[src/rtl/hb_mmio_ports.sv]
// hb_mmio_ports
//   Memory-mapped I/O port block for the Hummingbird CPU. It decodes one
//   16-register page of the IO address space. It provides N_OUT output
//   channels with a valid/ack handshake and N_IN input channels with a
//   valid/ready capture. It also holds readable status registers and sticky
//   overrun flags. Tri-stating the CPU bus is left to the top level, which
//   uses rd_drive to enable it.
//
//   Ports
//     clk, rst_bar               system clock, async active-low reset
//     io_address                 CPU IO address; [ADDR_W-1:4] page, [3:0] register
//     cs_bar, we_bar, oe_bar     active-low chip select, write and read strobes
//     wr_data                    CPU write data
//     rd_data, rd_drive          read data (0 when not driving), bus-drive enable
//     out_data/out_valid/out_ack output channels, DATA_W bits per channel
//     in_data/in_valid/in_ready  input channels, DATA_W bits per channel
//
//   Register map (idx = io_address[3:0])
//     0..3  OUT[i] data      write loads the channel, read returns it
//     4..7  IN[i] data       read returns the captured word and frees the slot
//     8     OUT status       {out_ovr[3:0], out_valid[3:0]}
//     9     IN status        {in_ovr[3:0], in_full[3:0]}
//     10    CLR              write-1-to-clear: [3:0] in_ovr, [7:4] out_ovr
//     other                  reads 0, writes ignored

module hb_mmio_ports #(
    parameter int                DATA_W = 8,
    parameter int                ADDR_W = 12,
    parameter logic [ADDR_W-5:0] PAGE   = {(ADDR_W-4){1'b1}},
    parameter int                N_OUT  = 2,
    parameter int                N_IN   = 1
) (
    input  logic                    clk,
    input  logic                    rst_bar,
    input  logic [ADDR_W-1:0]       io_address,
    input  logic                    cs_bar,
    input  logic                    we_bar,
    input  logic                    oe_bar,
    input  logic [DATA_W-1:0]       wr_data,
    output logic [DATA_W-1:0]       rd_data,
    output logic                    rd_drive,
    output logic [N_OUT*DATA_W-1:0] out_data,
    output logic [N_OUT-1:0]        out_valid,
    input  logic [N_OUT-1:0]        out_ack,
    input  logic [N_IN*DATA_W-1:0]  in_data,
    input  logic [N_IN-1:0]         in_valid,
    output logic [N_IN-1:0]         in_ready
);

    localparam logic [3:0] IDX_OUT_STAT = 4'd8;
    localparam logic [3:0] IDX_IN_STAT  = 4'd9;
    localparam logic [3:0] IDX_CLR      = 4'd10;

    logic [3:0] idx;
    logic       sel;
    logic       wr_en;
    logic       rd_en;

    logic [DATA_W-1:0] out_reg [N_OUT];
    logic [N_OUT-1:0]  out_ovr;
    logic [N_OUT-1:0]  out_wr;
    logic [N_OUT-1:0]  out_ovr_set;
    logic [N_OUT-1:0]  out_ovr_clr;

    logic [DATA_W-1:0] in_word [N_IN];
    logic [N_IN-1:0]   in_full;
    logic [N_IN-1:0]   in_ovr;
    logic [N_IN-1:0]   in_rd;
    logic [N_IN-1:0]   in_cap;
    logic [N_IN-1:0]   in_ovr_set;
    logic [N_IN-1:0]   in_ovr_clr;

    logic [3:0] out_valid_4;
    logic [3:0] out_ovr_4;
    logic [3:0] in_full_4;
    logic [3:0] in_ovr_4;

    assign idx   = io_address[3:0];
    assign sel   = ~cs_bar & (io_address[ADDR_W-1:4] == PAGE);
    assign wr_en = sel & ~we_bar;
    // A cycle with both strobes low is a write; it never drives the bus.
    assign rd_en = sel & ~oe_bar & we_bar;

    // Channel-level strobes decoded from the CPU access.
    always_comb begin
        out_wr      = '0;
        out_ovr_set = '0;
        out_ovr_clr = '0;
        for (int i = 0; i < N_OUT; i++) begin
            out_wr[i]      = wr_en & (idx == 4'(i));
            // An ack on the same edge means the old word was consumed, so no overrun.
            out_ovr_set[i] = out_wr[i] & out_valid[i] & ~out_ack[i];
            out_ovr_clr[i] = wr_en & (idx == IDX_CLR) & wr_data[4+i];
        end
    end

    always_comb begin
        in_rd      = '0;
        in_cap     = '0;
        in_ovr_set = '0;
        in_ovr_clr = '0;
        for (int i = 0; i < N_IN; i++) begin
            in_rd[i]      = rd_en & (idx == 4'(4 + i));
            // Capture and drop use only the registered full flag. A read that
            // commits on the same edge does not open the slot early.
            in_cap[i]     = in_valid[i] & ~in_full[i];
            in_ovr_set[i] = in_valid[i] & in_full[i];
            in_ovr_clr[i] = wr_en & (idx == IDX_CLR) & wr_data[i];
        end
    end

    always_ff @(posedge clk or negedge rst_bar) begin
        if (!rst_bar) begin
            for (int i = 0; i < N_OUT; i++) begin
                out_reg[i] <= '0;
            end
            out_valid <= '0;
            out_ovr   <= '0;
        end else begin
            for (int i = 0; i < N_OUT; i++) begin
                if (out_wr[i]) begin
                    out_reg[i]   <= wr_data;
                    out_valid[i] <= 1'b1;
                end else if (out_ack[i]) begin
                    out_valid[i] <= 1'b0;
                end
                // A set wins over a clear on the same edge.
                out_ovr[i] <= out_ovr_set[i] | (out_ovr[i] & ~out_ovr_clr[i]);
            end
        end
    end

    always_ff @(posedge clk or negedge rst_bar) begin
        if (!rst_bar) begin
            for (int i = 0; i < N_IN; i++) begin
                in_word[i] <= '0;
            end
            in_full <= '0;
            in_ovr  <= '0;
        end else begin
            for (int i = 0; i < N_IN; i++) begin
                if (in_cap[i]) begin
                    in_word[i] <= in_data[i*DATA_W +: DATA_W];
                    in_full[i] <= 1'b1;
                end else if (in_rd[i]) begin
                    in_full[i] <= 1'b0;
                end
                in_ovr[i] <= in_ovr_set[i] | (in_ovr[i] & ~in_ovr_clr[i]);
            end
        end
    end

    for (genvar g = 0; g < N_OUT; g++) begin : g_out_flat
        assign out_data[g*DATA_W +: DATA_W] = out_reg[g];
    end

    assign in_ready = ~in_full;

    // Status fields are always 4 bits wide. Bits for channels that do not exist read 0.
    always_comb begin
        out_valid_4              = '0;
        out_ovr_4                = '0;
        in_full_4                = '0;
        in_ovr_4                 = '0;
        out_valid_4[N_OUT-1:0]   = out_valid;
        out_ovr_4[N_OUT-1:0]     = out_ovr;
        in_full_4[N_IN-1:0]      = in_full;
        in_ovr_4[N_IN-1:0]       = in_ovr;
    end

    always_comb begin
        rd_data = '0;
        if (rd_en) begin
            for (int i = 0; i < N_OUT; i++) begin
                if (idx == 4'(i)) rd_data = out_reg[i];
            end
            for (int i = 0; i < N_IN; i++) begin
                if (idx == 4'(4 + i)) rd_data = in_word[i];
            end
            if (idx == IDX_OUT_STAT) rd_data = DATA_W'({out_ovr_4, out_valid_4});
            if (idx == IDX_IN_STAT)  rd_data = DATA_W'({in_ovr_4, in_full_4});
        end
    end

    assign rd_drive = rd_en;

endmodule

[config.mk]
export PLATFORM = sky130hd
export DESIGN_NAME = hb_mmio_ports
export DESIGN_NICKNAME = d
export VERILOG_FILES = /design/src/rtl/hb_mmio_ports.sv
export SDC_FILE = /design/constraint.sdc
export NUM_CORES = 1
export LEC_CHECK = 0
export ABC_AREA = 1
export CORE_MARGIN = 3
export CORE_UTILIZATION = 40
export CTS_CLUSTER_DIAMETER = 80
export DETAILED_ROUTE_END_ITERATION = 8
export PLACE_DENSITY = 0.74
export REMOVE_ABC_BUFFERS = 1
export SYNTH_ARGS = -nofsm -noshare
export SYNTH_HDL_FRONTEND = slang
export SYNTH_SLANG_ARGS = --single-unit
[constraint.sdc]
create_clock -name clk -period 1.55 [get_ports clk]
set_input_delay 0.155 -clock clk [delete_from_list [all_inputs] [get_ports clk]]
set_output_delay 0.155 -clock clk [all_outputs]
set_load 0.005 [all_outputs]
Word level (Yosys, flattened, before mapping) --
Index checks and enable logic that the tools add are counted.
Word-level totals: logic and storage cells 62, input port bits 36, register bits 30, output and inout port bits 28
Operators by class: bitwise logic cells 32, eq/ne operators 6, muxes and demuxes 12, reduce and logical (&&, ||, !) cells 4
Operators by type and width (count):
- 2-to-1 mux 8 bit | 6
- AND 1 bit | 20
- equality test 4 bit (second input constant) | 3
- inverter 1 bit | 9
- equality test 8 bit (second input constant) | 1
- 2-to-1 mux 1 bit | 6
- nonzero test 2 bit | 3
- equality test 4 x 1 -> 1 bit (second input constant) | 1
- equality test 4 x 3 -> 1 bit (second input constant) | 1
- zero test 4 bit | 1
- bitwise OR 1 bit | 3

Longest topological paths before layout --
Gate-level depths: netlist (run 1).
word-level depth 8, mapped depth 8, depth with buffers taken out 8

Least setup slack after synthesis (run 1) --
Ideal clock, no wire load.
kind reg-to-reg, from register in_full, to register in_word[0] (netlist name), arrival time 977 ps, period minus slack after synthesis 1102 ps, slack 448 ps, library setup time 125 ps, cell stages (with the launch flop) 4, data required time 1425 ps, path through dfrtp_1 > inv_1 > nand2_1 > mux2_2
On the way: word-level cells in the longest chain between the ends 2
Ends and longest elaborated chain:
- from (decl) | RTL line 66 | logic [N_IN-1:0] in_full;
- from (signal assigned) | RTL line 138 | in_full <= '0;
- from (signal, indexed assignment) | RTL line 144 | in_full[i] <= 1'b1;
- from (signal, indexed assignment) | RTL line 146 | in_full[i] <= 1'b0;
- inverter 1 bit
- via in_ready | RTL line 47 | output logic [N_IN-1:0] in_ready
- AND 1 bit | RTL line 106 | in_cap[i] = in_valid[i] & ~in_full[i];
- to (signal, indexed assignment) | RTL line 143 | in_word[i] <= in_data[i*DATA_W +: DATA_W];
- to (decl) | RTL line 65 | logic [DATA_W-1:0] in_word [N_IN];
The timed path passes the listed nets, and every way through them passes these cells. A chain may end at the register's enable or synchronous reset.

Final worst setup path (run 1) --
from register out_reg, in the netlist out_data[0], to output rd_data[0]
On the way: word-level cells in the longest chain between the ends 6
Ends and longest elaborated chain:
- from (decl) | RTL line 59 | logic [DATA_W-1:0] out_reg [N_OUT];
- from (signal, indexed assignment) | RTL line 122 | out_reg[i] <= wr_data;
- 2-to-1 mux 8 bit (2 in a row) | RTL line 175 | if (idx == 4'(i)) rd_data = out_reg[i];
- 2-to-1 mux 8 bit | RTL line 178 | if (idx == 4'(4 + i)) rd_data = in_word[i];
- 2-to-1 mux 8 bit | RTL line 180 | if (idx == IDX_OUT_STAT) rd_data = DATA_W'({out_ovr_4, out_valid_4});
- 2-to-1 mux 8 bit | RTL line 181 | if (idx == IDX_IN_STAT) rd_data = DATA_W'({in_ovr_4, in_full_4});
- 2-to-1 mux 8 bit | RTL line 173 | if (rd_en) begin
- to (decl) | RTL line 40 | output logic [DATA_W-1:0] rd_data,
Every way passes these cells.

==> results of run 1 <==
==> Yosys cell counts <==
| master | number | area [sq um] |
|---|---|---|
| a21oi_1 | 7 | 35.0 |
| buf_6 | 2 | 22.5 |
| dfrtp_1 | 30 | 751 |
| inv_1 | 19 | 71.3 |
| inv_2 | 2 | 7.51 |
| inv_4 | 1 | 6.26 |
| mux2_2 | 8 | 90.1 |
| nand2_1 | 66 | 248 |
| nand2_2 | 1 | 6.26 |
| nand2_4 | 2 | 22.5 |
| nand3_1 | 13 | 65.1 |
| nand3b_4 | 1 | 20.0 |
| nor2_1 | 13 | 48.8 |
| nor2_2 | 4 | 25.0 |
| nor2_4 | 1 | 11.3 |
| nor2_8 | 1 | 20.0 |
| nor3_1 | 2 | 10.0 |
| nor3_2 | 1 | 10.0 |
| o21ai_0 | 6 | 30.0 |
| o21ai_2 | 16 | 140 |
| or2_0 | 1 | 6.26 |
==> cells in the final DEF, fill, tap and decap left out <==
| master | count |
|---|---|
| nand2_1 | 63 |
| clkdlybuf4s50_1 | 39 |
| dfrtp_1 | 30 |
| buf_4 | 19 |
| o21ai_2 | 16 |
| inv_1 | 15 |
| nand3_1 | 13 |
| mux2_2 | 8 |
| dlygate4sd2_1 | 8 |
| nor2_1 | 7 |
| inv_2 | 6 |
| nor2_2 | 6 |
| a21oi_1 | 6 |
| clkbuf_8 | 6 |
| nor2_4 | 5 |
| clkdlybuf4s15_1 | 5 |
| nand2_4 | 4 |
| o21ai_0 | 4 |
| buf_2 | 4 |
| nor3_4 | 2 |
| o21ai_1 | 2 |
| nand2_2 | 2 |
| clkbuf_2 | 2 |
| dlymetal6s2s_1 | 2 |
| clkdlybuf4s15_2 | 2 |
| buf_6 | 2 |
| nand3b_4 | 1 |
| nor3_2 | 1 |
| a21oi_2 | 1 |
| inv_4 | 1 |
| or2_0 | 1 |
| nor2_8 | 1 |
| clkinv_2 | 1 |
| clkinvlp_4 | 1 |
==> how the worst max path moves through the flow <==
stage                              from         end  slack, ns  cells after the start
after floorplan                 in_full  in_word[0]       0.45                      3
after CTS                        we_bar  rd_data[7]      0.005                      8
after global routing        out_data[0]  rd_data[0]    -0.0005                      5
after global placement    io_address[1]  rd_data[5]      -0.57                      9
after detailed placement  io_address[1]  rd_data[5]      -0.63                      9
final                       out_data[0]  rd_data[0]       0.08                      5
==> worst max-delay path: cells and delay by family, from the launching register on <==
family	cells	cell delay (ns)
flip-flops	1	0.41
buffers and inverters	1	0.26
AO/OA/AOI/OAI	2	0.20
AND/OR/NAND/NOR	2	0.17
==> cells by family (layout without fill, tap and decap cells) <==
group	Yosys count	after routing
compound gates	29	29
buf+inv	24	113
flops	30	30
mux	8	8
simple gates	106	106
==> flip-flops by register name (all words and copies together), names as in the netlist <==
| signal | flops |
|---|---|
| in_word | 8 |
| in_full | 1 |
| in_ovr | 1 |
| out_ovr | 2 |
| out_data | 16 |
| out_valid | 2 |
==> routing by layer <==
| layer | share of wire (%) | routed length (um) |
|---|---|---|
| met5 | 0 | 0 |
| met4 | 0.76 | 33 |
| met3 | 6.0 | 260 |
| met2 | 50 | 2160 |
| met1 | 44 | 1890 |
==> power groups by stage <==
stage	sequential, W	combinational, W	clock [W]
2_1_floorplan	0.000905	0.000129	0
3_3_place_gp	0.000920	0.000280	0
3_5_place_dp	0.000922	0.000286	0
4_1_cts	0.000907	0.000287	0.000657
5_1_grt	0.000912	0.000323	0.000693
6_report	0.000906	0.000291	0.000648
==> stage by stage <==
| stage | instances | util, % |
|---|---|---|
| after global routing | 334 | 68.2 |
| after global placement | 320 | 63.2 |
| after CTS | 333 | 67.8 |
| final | 334 | 68.2 |
| after detailed placement | 320 | 63.2 |
| after floorplan | 195 | - |
==> area by class of cell <==
cell class              count  area [sq um]
fillers                   330          1210
multi-input cells         143           867
repair buffers             83           753
flip-flops and latches     30           751
inverters                  22          85.1
clock buffers               6          82.6
well taps                  48          60.1
clock inverters             2          12.5
==> repair_timing <==
action,in CTS,in global routing
cloned,0,0
resized for setup,61,23
pin swaps,13,7
buffers inserted,5,1
endpoints found under the setup margin,9,7
==> impl_metrics.py, run 1 <==
metrics = {
    "outcome": {
        "status": "complete, no violations",
    },
    "critical_path": {
        "r2r-end": "in_word[4]",
        "worstPathCellList": "nand3_1 > nand2_1 > o21ai_1 > a21oi_2 > dlygate4sd2_1",
        "endpoint_kind": "primary output",
        "r2r-start": "in_full",
        "startpoint_type": "flip-flop",
        "crit_type": "flip-flop to primary output",
        "cp_slowest_cell": "dfrtp_1",
        "reg2regPathDepth": 3,
        "rrSetupSlack_ns": 0.33,
        "worstPathRequired_ns": 1.39,
        "cp_max_fo": 3,
        "cp.arrival_ns": 1.31,
        "slowest_delay_ns": 0.41,
    },
    "clock_network": {
        "insertion_delay_ns": 0.27,
        "clkTransAtPathRegs_ns": 0.07,
        "cts_sinks": 30,
        "ctsHoldBuffers": 0,
        "cts_made_buffers": 5,
        "clockRootBuffer": "clkbuf_8",
        "cts_tree": "built",
        "h-tree-depth": 2,
        "clock_path_buffers": 2,
    },
    "power_and_ir_drop": {
        "internal-power_w": 0.00139,
        "irDropWorstVdd_v": 0.000472,
        "switching_share_pct": 24.8,
        "p_leak_nw": 1.33,
        "finalPower_w": 0.00185,
        "p_per_area_nw_per_um2": 707,
        "power_switching_w": 0.000458,
        "clock_power_share_pct": 35.1,
        "p_seq_share_pct": 49.1,
        "combPwrFrac_pct": 15.8,
    },
    "global_routing": {
        "grt_use_total_pct": 18.4,
        "antenna_found_initial": 0,
        "grt_pass1_vias": 1668,
        "grt_use_met3_pct": 4.17,
        "grt_first_pass_wirelength_um": 7300,
        "grt_util_met2_pct": 30.7,
        "overflow": 0,
        "grt.met1_usage_pct": 23.8,
        "grt_max_degree": 31,
        "top_usage_layer": "met2",
    },
    "routing": {
        "dr.pass1.iters": 6,
        "drc_errors": 0,
        "vias_per_cell": 4.78,
        "wl_um": 4350,
        "vias": 1597,
        "avgRoutedWirePerCell_um": 13.0,
        "first_iter_violations": 92,
        "ant_nets": 0,
    },
    "floorplan": {
        "start_util_pct": 43.0,
        "die_width_um": 70.2,
        "ios": 64,
        "die_area_sq_um": 4920,
        "rows": 22,
        "core_sq_um": 3830,
        "die_y_um": 70.2,
    },
    "synthesis": {
        "synth-xor-area-share_pct": 0,
        "synthAdderAreaFrac_pct": 0,
        "syn_area_sq_um": 1650,
        "synth_top_family_by_area": "simple AND/OR/NAND/NOR gates",
        "ys_types": 21,
        "syn_inst": 197,
        "postSynthAreaPerCell_sq_um": 8.36,
        "synth-simple-area-share_pct": 29.9,
        "yosysSeqAreaShare_pct": 45.6,
        "yosys_warnings": 0,
        "ys_ff_latch": 30,
        "muxShareOfSynthArea_pct": 5.47,
        "synth_compound_area_share_pct": 12.5,
    },
    "timing": {
        "clock_skew_ns": 0.000396,
        "setup_viol": 0,
        "fin_crit_ns": 1.47,
        "worstMarginPinSlew_ns": 0.380,
        "setup_ws_ns": 0.0802,
        "fmax_ghz": 0.680,
        "slew_viol_final": 0,
        "finalHoldViolations": 0,
        "post-route-period-util_pct": 94.8,
        "fin_setup_tns_ns": 0,
        "hold_slack_ns": 0.267,
        "slew-limit-headroom_pct": 74.7,
    },
    "min_path": {
        "worstHoldPathType": "primary input to async pin",
    },
    "finish": {
        "drive_gt1_share_pct": 31.8,
        "syn2layout_area_growth_pct": 58.6,
        "nNetsFinal": 321,
        "n_antenna_cell": 0,
        "final_cell_area_sq_um": 2610,
    },
    "placed_design": {
        "preCtsSetupSlack_ns": -0.631,
        "dp_hpwl_um": 3230,
        "placed_area_sq_um": 2420,
        "routabilityCongestion": 0.818,
        "io_buffers": 63,
    },
    "flow_run": {
        "maxCapViolations": 0,
    },
}
Note: power is estimated with default switching activity, not from simulation.
==> inputs of run 2 (changes only) <==
--- a/config.mk
+++ b/config.mk
@@ -7,10 +7,10 @@
 export LEC_CHECK = 0
 export ABC_AREA = 1
 export CORE_MARGIN = 3
-export CORE_UTILIZATION = 40
+export CORE_UTILIZATION = 39
 export CTS_CLUSTER_DIAMETER = 80
 export DETAILED_ROUTE_END_ITERATION = 8
-export PLACE_DENSITY = 0.74
+export PLACE_DENSITY = 0.76
 export REMOVE_ABC_BUFFERS = 1
 export SYNTH_ARGS = -nofsm -noshare
 export SYNTH_HDL_FRONTEND = slang
==> constraint.sdc (replaced) <==
create_clock -name clk -period 1.2 [get_ports clk]
set_input_delay 0.12 -clock clk [delete_from_list [all_inputs] [get_ports clk]]
set_output_delay 0.12 -clock clk [all_outputs]
set_load 0.005 [all_outputs]
==> run 2 against run 1 <==
The run now ends with negative setup slack left. Combinational power grew 64%. Utilization up 7.6 points. Clock skew grew 0.0021 ns. Register-to-register slack lost 0.28 ns. Non-clock buffer count is 35 higher. Flip-flop and latch count unchanged. Critical path depth unchanged. Count of clock-buffer cells in the layout rose by 1. Power rose by 31%. Worst hold slack worse by 0.072 ns. Clock power grew 15%. Critical path type unchanged. Critical endpoint is now rd_data[4]. Largest cell class unchanged.
==> impl_metrics.py, run 2 (synthesis gave the netlist of run 1 again) <==
metrics = {
    "routing": {
        "wl_um": 4900,
        "drc_errors": 0,
        "ant_nets": 0,
        "avgRoutedWirePerCell_um": 13.3,
        "vias": 1752,
        "vias_per_cell": 4.76,
        "first_iter_violations": 91,
        "dr.pass1.iters": 4,
    },
    "critical_path": {
        "crit_type": "flip-flop to primary output",
        "cp_slowest_cell": "dfrtp_1",
        "worstPathRequired_ns": 1.08,
        "startpoint_type": "flip-flop",
        "cp.arrival_ns": 1.19,
        "critPathBufInv": 1,
        "worstPathCellList": "nand3_1 > nand2_1 > o21ai_1 > a21oi_1 > buf_2",
        "slowest_delay_ns": 0.40,
        "path_delay_family": "flip-flops",
        "cp_max_fo": 2,
        "endpoint_kind": "primary output",
    },
    "timing": {
        "slew_viol_final": 0,
        "fin_crit_ns": 1.31,
        "setup_ws_ns": -0.111,
        "slew-limit-headroom_pct": 80.2,
        "worstMarginPinSlew_ns": 0.296,
        "clock_skew_ns": 0.00252,
        "hold_slack_ns": 0.195,
        "rsz0062_at_grt": "true",
        "finalHoldViolations": 0,
        "fmax_ghz": 0.763,
        "setup_viol": 7,
        "post-route-period-util_pct": 109,
    },
    "finish": {
        "nNetsFinal": 356,
        "final_cells": 368,
        "n_antenna_cell": 0,
        "n_fill_cell": 285,
        "final_cell_area_sq_um": 2920,
        "final_cell_mix": "52 x nand2_1, 48 x buf_4, 30 x dfrtp_1, 21 x buf_2, 20 x clkdlybuf4s50_1",
        "drive_gt1_share_pct": 48.8,
        "final_core_util_pct": 75.9,
        "largest_reg_flops": 16,
        "final_common_cell": "nand2_1",
        "syn2layout_area_growth_pct": 77.6,
    },
    "clock_network": {
        "ctsHoldBuffers": 0,
        "h-tree-depth": 2,
        "insertion_delay_ns": 0.28,
        "cts_sinks": 30,
        "clkTransAtPathRegs_ns": 0.06,
        "clockRootBuffer": "clkbuf_8",
        "clock_path_buffers": 2,
        "cts_tree": "built",
        "cts_made_buffers": 5,
    },
    "power_and_ir_drop": {
        "internal-power_w": 0.00180,
        "power_switching_w": 0.000618,
        "clock_power_share_pct": 30.9,
        "p_per_area_nw_per_um2": 826,
        "combPwrFrac_pct": 19.7,
        "switching_share_pct": 25.6,
        "irDropWorstVdd_v": 0.000731,
        "p_seq_share_pct": 49.4,
        "p_leak_nw": 1.55,
    },
    "placed_design": {
        "dp.cells": 344,
        "dp_hpwl_um": 3400,
        "placed_area_sq_um": 2630,
        "routabilityCongestion": 0.825,
        "io_buffers": 63,
    },
    "floorplan": {
        "rows": 22,
        "die_area_sq_um": 5040,
        "die_y_um": 71.0,
        "ios": 64,
        "die_width_um": 71.0,
        "core_sq_um": 3850,
        "start_util_pct": 42.7,
    },
    "flow_run": {
        "maxCapViolations": 0,
    },
    "global_routing": {
        "antenna_found_initial": 0,
        "overflow": 0,
        "grt_pass1_vias": 1719,
        "grt_first_pass_wirelength_um": 7510,
        "grt_use_total_pct": 19.1,
        "grt_max_degree": 31,
    },
    "outcome": {
        "status": "complete, but fails checks",
        "violations": "negative setup slack",
    },
    "min_path": {
        "worstHoldPathType": "primary input to async pin",
    },
}
-- run 2: repair_timing --
action                                 4_1_cts  5_1_grt
pin swaps                                   33       17
resized for setup                          144       38
endpoints found under the hold margin        0        0
buffers inserted                            10        7
setup endpoints to repair                   49       31
-- run 2: cell type report --
type	count	area (sq um)	share of cell area (%)
clock buffer	7	76.3	2.61
inverter	22	87.6	3.00
multi-input combinational	143	977	33.4
sequential	30	751	25.7
tap	48	60.1	2.05
timing repair buffer	118	972	33.2
-- run 2: path summary, 6_finish.rpt --
kind | to | cells after the start | slack [ns] | from
max in group asynchronous | in_word[0] | 2 | 0.84 | rst_bar
max reg2reg | in_word[5] | 5 | 0.05 | in_full
min in group clk | in_full | 5 | 0.26 | io_address[3]
min reg2reg | out_ovr[0] | 2 | 0.49 | out_ovr[0]
max | rd_data[4] | 5 | -0.11 | out_data[4]
min | in_word[3] | 2 | 0.19 | rst_bar
-- run 2: power by group through the flow --
stage | registers (W) | logic, W | clock network [W]
after floorplan | 0.00117 | 0.000167 | 0
after global placement | 0.00119 | 0.000388 | 0
after detailed placement | 0.00119 | 0.000397 | 0
after CTS | 0.00118 | 0.000428 | 0.000775
after global routing | 0.00120 | 0.000516 | 0.000811
final | 0.00119 | 0.000476 | 0.000746
-- run 2: metal layers --
metal | track usage [%] | part of all wire (%)
met1 | 23.1 | 40
met2 | 31.9 | 51
met3 | 5.68 | 7.6
met4 | 7.10 | 1.8
met5 | 0 | 0
-- run 2: through the flow --
| step | worst slack (ns) | setup TNS [ns] | total power, W |
|---|---|---|---|
| floorplan | 0.0985 | 0 | 0.00134 |
| global placement | -0.815 | -15.89 | 0.00157 |
| detailed placement | -0.850 | -17.20 | 0.00159 |
| CTS | -0.153 | -0.524 | 0.00238 |
| global route | -0.166 | -0.932 | 0.00253 |
| finish | -0.111 | -0.495 | 0.00241 |
==> inputs of run 3 (changes only) <==
--- a/config.mk
+++ b/config.mk
@@ -7,10 +7,10 @@
 export LEC_CHECK = 0
 export ABC_AREA = 1
 export CORE_MARGIN = 3
-export CORE_UTILIZATION = 39
+export CORE_UTILIZATION = 40
 export CTS_CLUSTER_DIAMETER = 80
 export DETAILED_ROUTE_END_ITERATION = 8
-export PLACE_DENSITY = 0.76
+export DONT_BUFFER_PORTS = 1
 export REMOVE_ABC_BUFFERS = 1
 export SYNTH_ARGS = -nofsm -noshare
 export SYNTH_HDL_FRONTEND = slang
==> constraint.sdc (replaced) <==
create_clock -name clk -period 1.2 [get_ports clk]
set_input_delay 0.18 -clock clk [delete_from_list [all_inputs] [get_ports clk]]
set_output_delay 0.18 -clock clk [all_outputs]
set_load 0.005 [all_outputs]
==> run 3 against run 2 <==
The flow still finishes with violations (negative setup slack). Clock power grew 14%. Wire length shrank 17%. Combinational power shrank 41%. Critical endpoint is now rd_data[5]. Highest routed layer unchanged.
==> impl_metrics.py, run 3 (synthesis gave the netlist of run 1 again) <==
metrics = {
    "outcome": {
        "status": "complete, but fails checks",
        "violations": "negative setup slack",
    },
    "floorplan": {
        "core_sq_um": 3830,
        "die_y_um": 70.2,
        "die_area_sq_um": 4920,
        "die_width_um": 70.2,
        "rows": 22,
        "start_util_pct": 43.0,
        "ios": 64,
    },
    "routing": {
        "dr.pass1.iters": 4,
        "first_iter_violations": 40,
        "vias_per_cell": 4.97,
        "vias": 1356,
        "avgRoutedWirePerCell_um": 14.9,
        "ant_nets": 0,
        "drc_errors": 0,
        "wl_um": 4080,
    },
    "critical_path": {
        "cp_max_fo": 3,
        "cp_slowest_cell": "dfrtp_1",
        "cp.arrival_ns": 1.15,
        "path_delay_family": "flip-flops",
        "startpoint_type": "flip-flop",
        "r2r-start": "in_full",
        "cp_common_cell": "nand2_1",
        "worstPathRequired_ns": 1.02,
        "r2r-end": "in_word[4]",
        "critPathBufInv": 1,
        "crit_type": "flip-flop to primary output",
        "endpoint_kind": "primary output",
        "rrSetupSlack_ns": 0.03,
        "reg2regPathDepth": 5,
        "slowest_delay_ns": 0.39,
        "worstPathCellList": "nand2_1 > nand2_1 > nor2_1 > nor3_1 > buf_4",
    },
    "min_path": {
        "min_from": "in_valid",
        "holdPathStages": 2,
        "worstHoldPathType": "primary input to flip-flop",
        "hold_end": "in_ovr",
    },
    "timing": {
        "slew-limit-headroom_pct": 82.5,
        "fin_setup_tns_ns": -0.197,
        "worstMarginPinSlew_ns": 0.262,
        "fmax_ghz": 0.753,
        "setup_ws_ns": -0.129,
        "slew_viol_final": 0,
        "fin_crit_ns": 1.33,
        "setup_viol": 7,
        "rsz0062_at_grt": "true",
        "clock_skew_ns": 0.00565,
        "post-route-period-util_pct": 111,
        "finalHoldViolations": 0,
    },
    "global_routing": {
        "grt_first_pass_wirelength_um": 6730,
        "grt_use_total_pct": 17.5,
        "grt_max_degree": 31,
        "antenna_found_initial": 0,
        "grt_pass1_vias": 1397,
        "overflow": 0,
    },
    "finish": {
        "n_fill_cell": 363,
        "final_common_cell": "nand2_1",
        "nNetsFinal": 260,
        "drive_gt1_share_pct": 37.3,
        "final_cell_mix": "61 x nand2_1, 30 x dfrtp_1, 18 x o21ai_2, 17 x inv_1, 16 x buf_4",
        "largest_reg_flops": 16,
        "n_antenna_cell": 0,
        "final_core_util_pct": 53.4,
        "syn2layout_area_growth_pct": 24.1,
    },
    "clock_network": {
        "clkTransAtPathRegs_ns": 0.06,
        "cts_tree": "built",
        "insertion_delay_ns": 0.28,
        "clock_path_buffers": 2,
        "cts_sinks": 30,
        "clockRootBuffer": "clkbuf_8",
        "cts_made_buffers": 5,
        "h-tree-depth": 2,
    },
    "power_and_ir_drop": {
        "p_leak_nw": 1.05,
        "irDropWorstVdd_v": 0.000882,
        "p_per_area_nw_per_um2": 1130,
    },
    "placed_design": {
        "dp_hpwl_um": 3130,
        "io_buffers": 0,
        "routabilityCongestion": 0.811,
    },
    "flow_run": {
        "maxCapViolations": 0,
    },
}
==> run 3: report_power, final <==
| group | leakage (nW) | switching (W) | internal (W) |
|---|---|---|---|
| clock | 0.0472 | 0.000387 | 0.000460 |
| combinational | 0.615 | 0.000127 | 0.000154 |
| sequential | 0.392 | 0.0000630 | 0.00112 |
| total | 1.05 | 0.000578 | 0.00173 |
==> run 3: timing repair <==
| action | CTS | global route |
|---|---|---|
| pin swaps | 20 | 4 |
| setup endpoints to repair | 8 | 16 |
| endpoints found under the hold margin | 32 | 0 |
| resized for setup | 15 | 9 |
| gates cloned | 0 | 0 |
| hold buffers | 4 | 0 |
| buffers inserted | 3 | 1 |
==> run 3: worst max-delay path by stage <==
| stage | start | to | slack [ns] | cells past startpoint |
|---|---|---|---|---|
| CTS | out_data[5] | rd_data[5] | -0.16 | 5 |
| finish | out_data[5] | rd_data[5] | -0.13 | 5 |
| floorplan | io_address[9] | rd_data[2] | 0.09 | 6 |
| detailed placement | io_address[7] | rd_data[7] | -0.09 | 6 |
| global placement | io_address[9] | rd_data[2] | -0.005 | 6 |
| global route | out_data[5] | rd_data[5] | -0.19 | 5 |
==> run 3: layout make-up <==
class,instances,area (sq um),area share [%]
timing repair buffer,22,201,9.86
multi-input combinational,143,851,41.6
clock buffer,6,82.6,4.04
clock inverter,2,12.5,0.612
tap,48,60.1,2.94
sequential,30,751,36.7
inverter,22,85.1,4.16
==> run 3: through the flow <==
step	instances	area, sq um	setup slack, ns	power, W	hold WS [ns]
after floorplan	195	1620	0.0943	0.00134	-0.116
after CTS	272	2010	-0.157	0.00232	0.0149
after global routing	273	2040	-0.192	0.00243	0.0328
final	273	2040	-0.129	0.00231	0.0216
after detailed placement	257	1800	-0.0902	0.00141	-0.115
after global placement	257	1800	-0.00461	0.00140	-0.115
==> run 3: per-layer routing <==
| layer | share of wire, % | global-route usage, % | vias to the layer above |
|---|---|---|---|
| met2 | 50 | 28.1 | 56 |
| met5 | 0 | 0 | - |
| met4 | 0.69 | 6.38 | 0 |
| met1 | 40 | 20.8 | 617 |
| li1 | - | - | 681 |
| met3 | 8.8 | 7.34 | 2 |
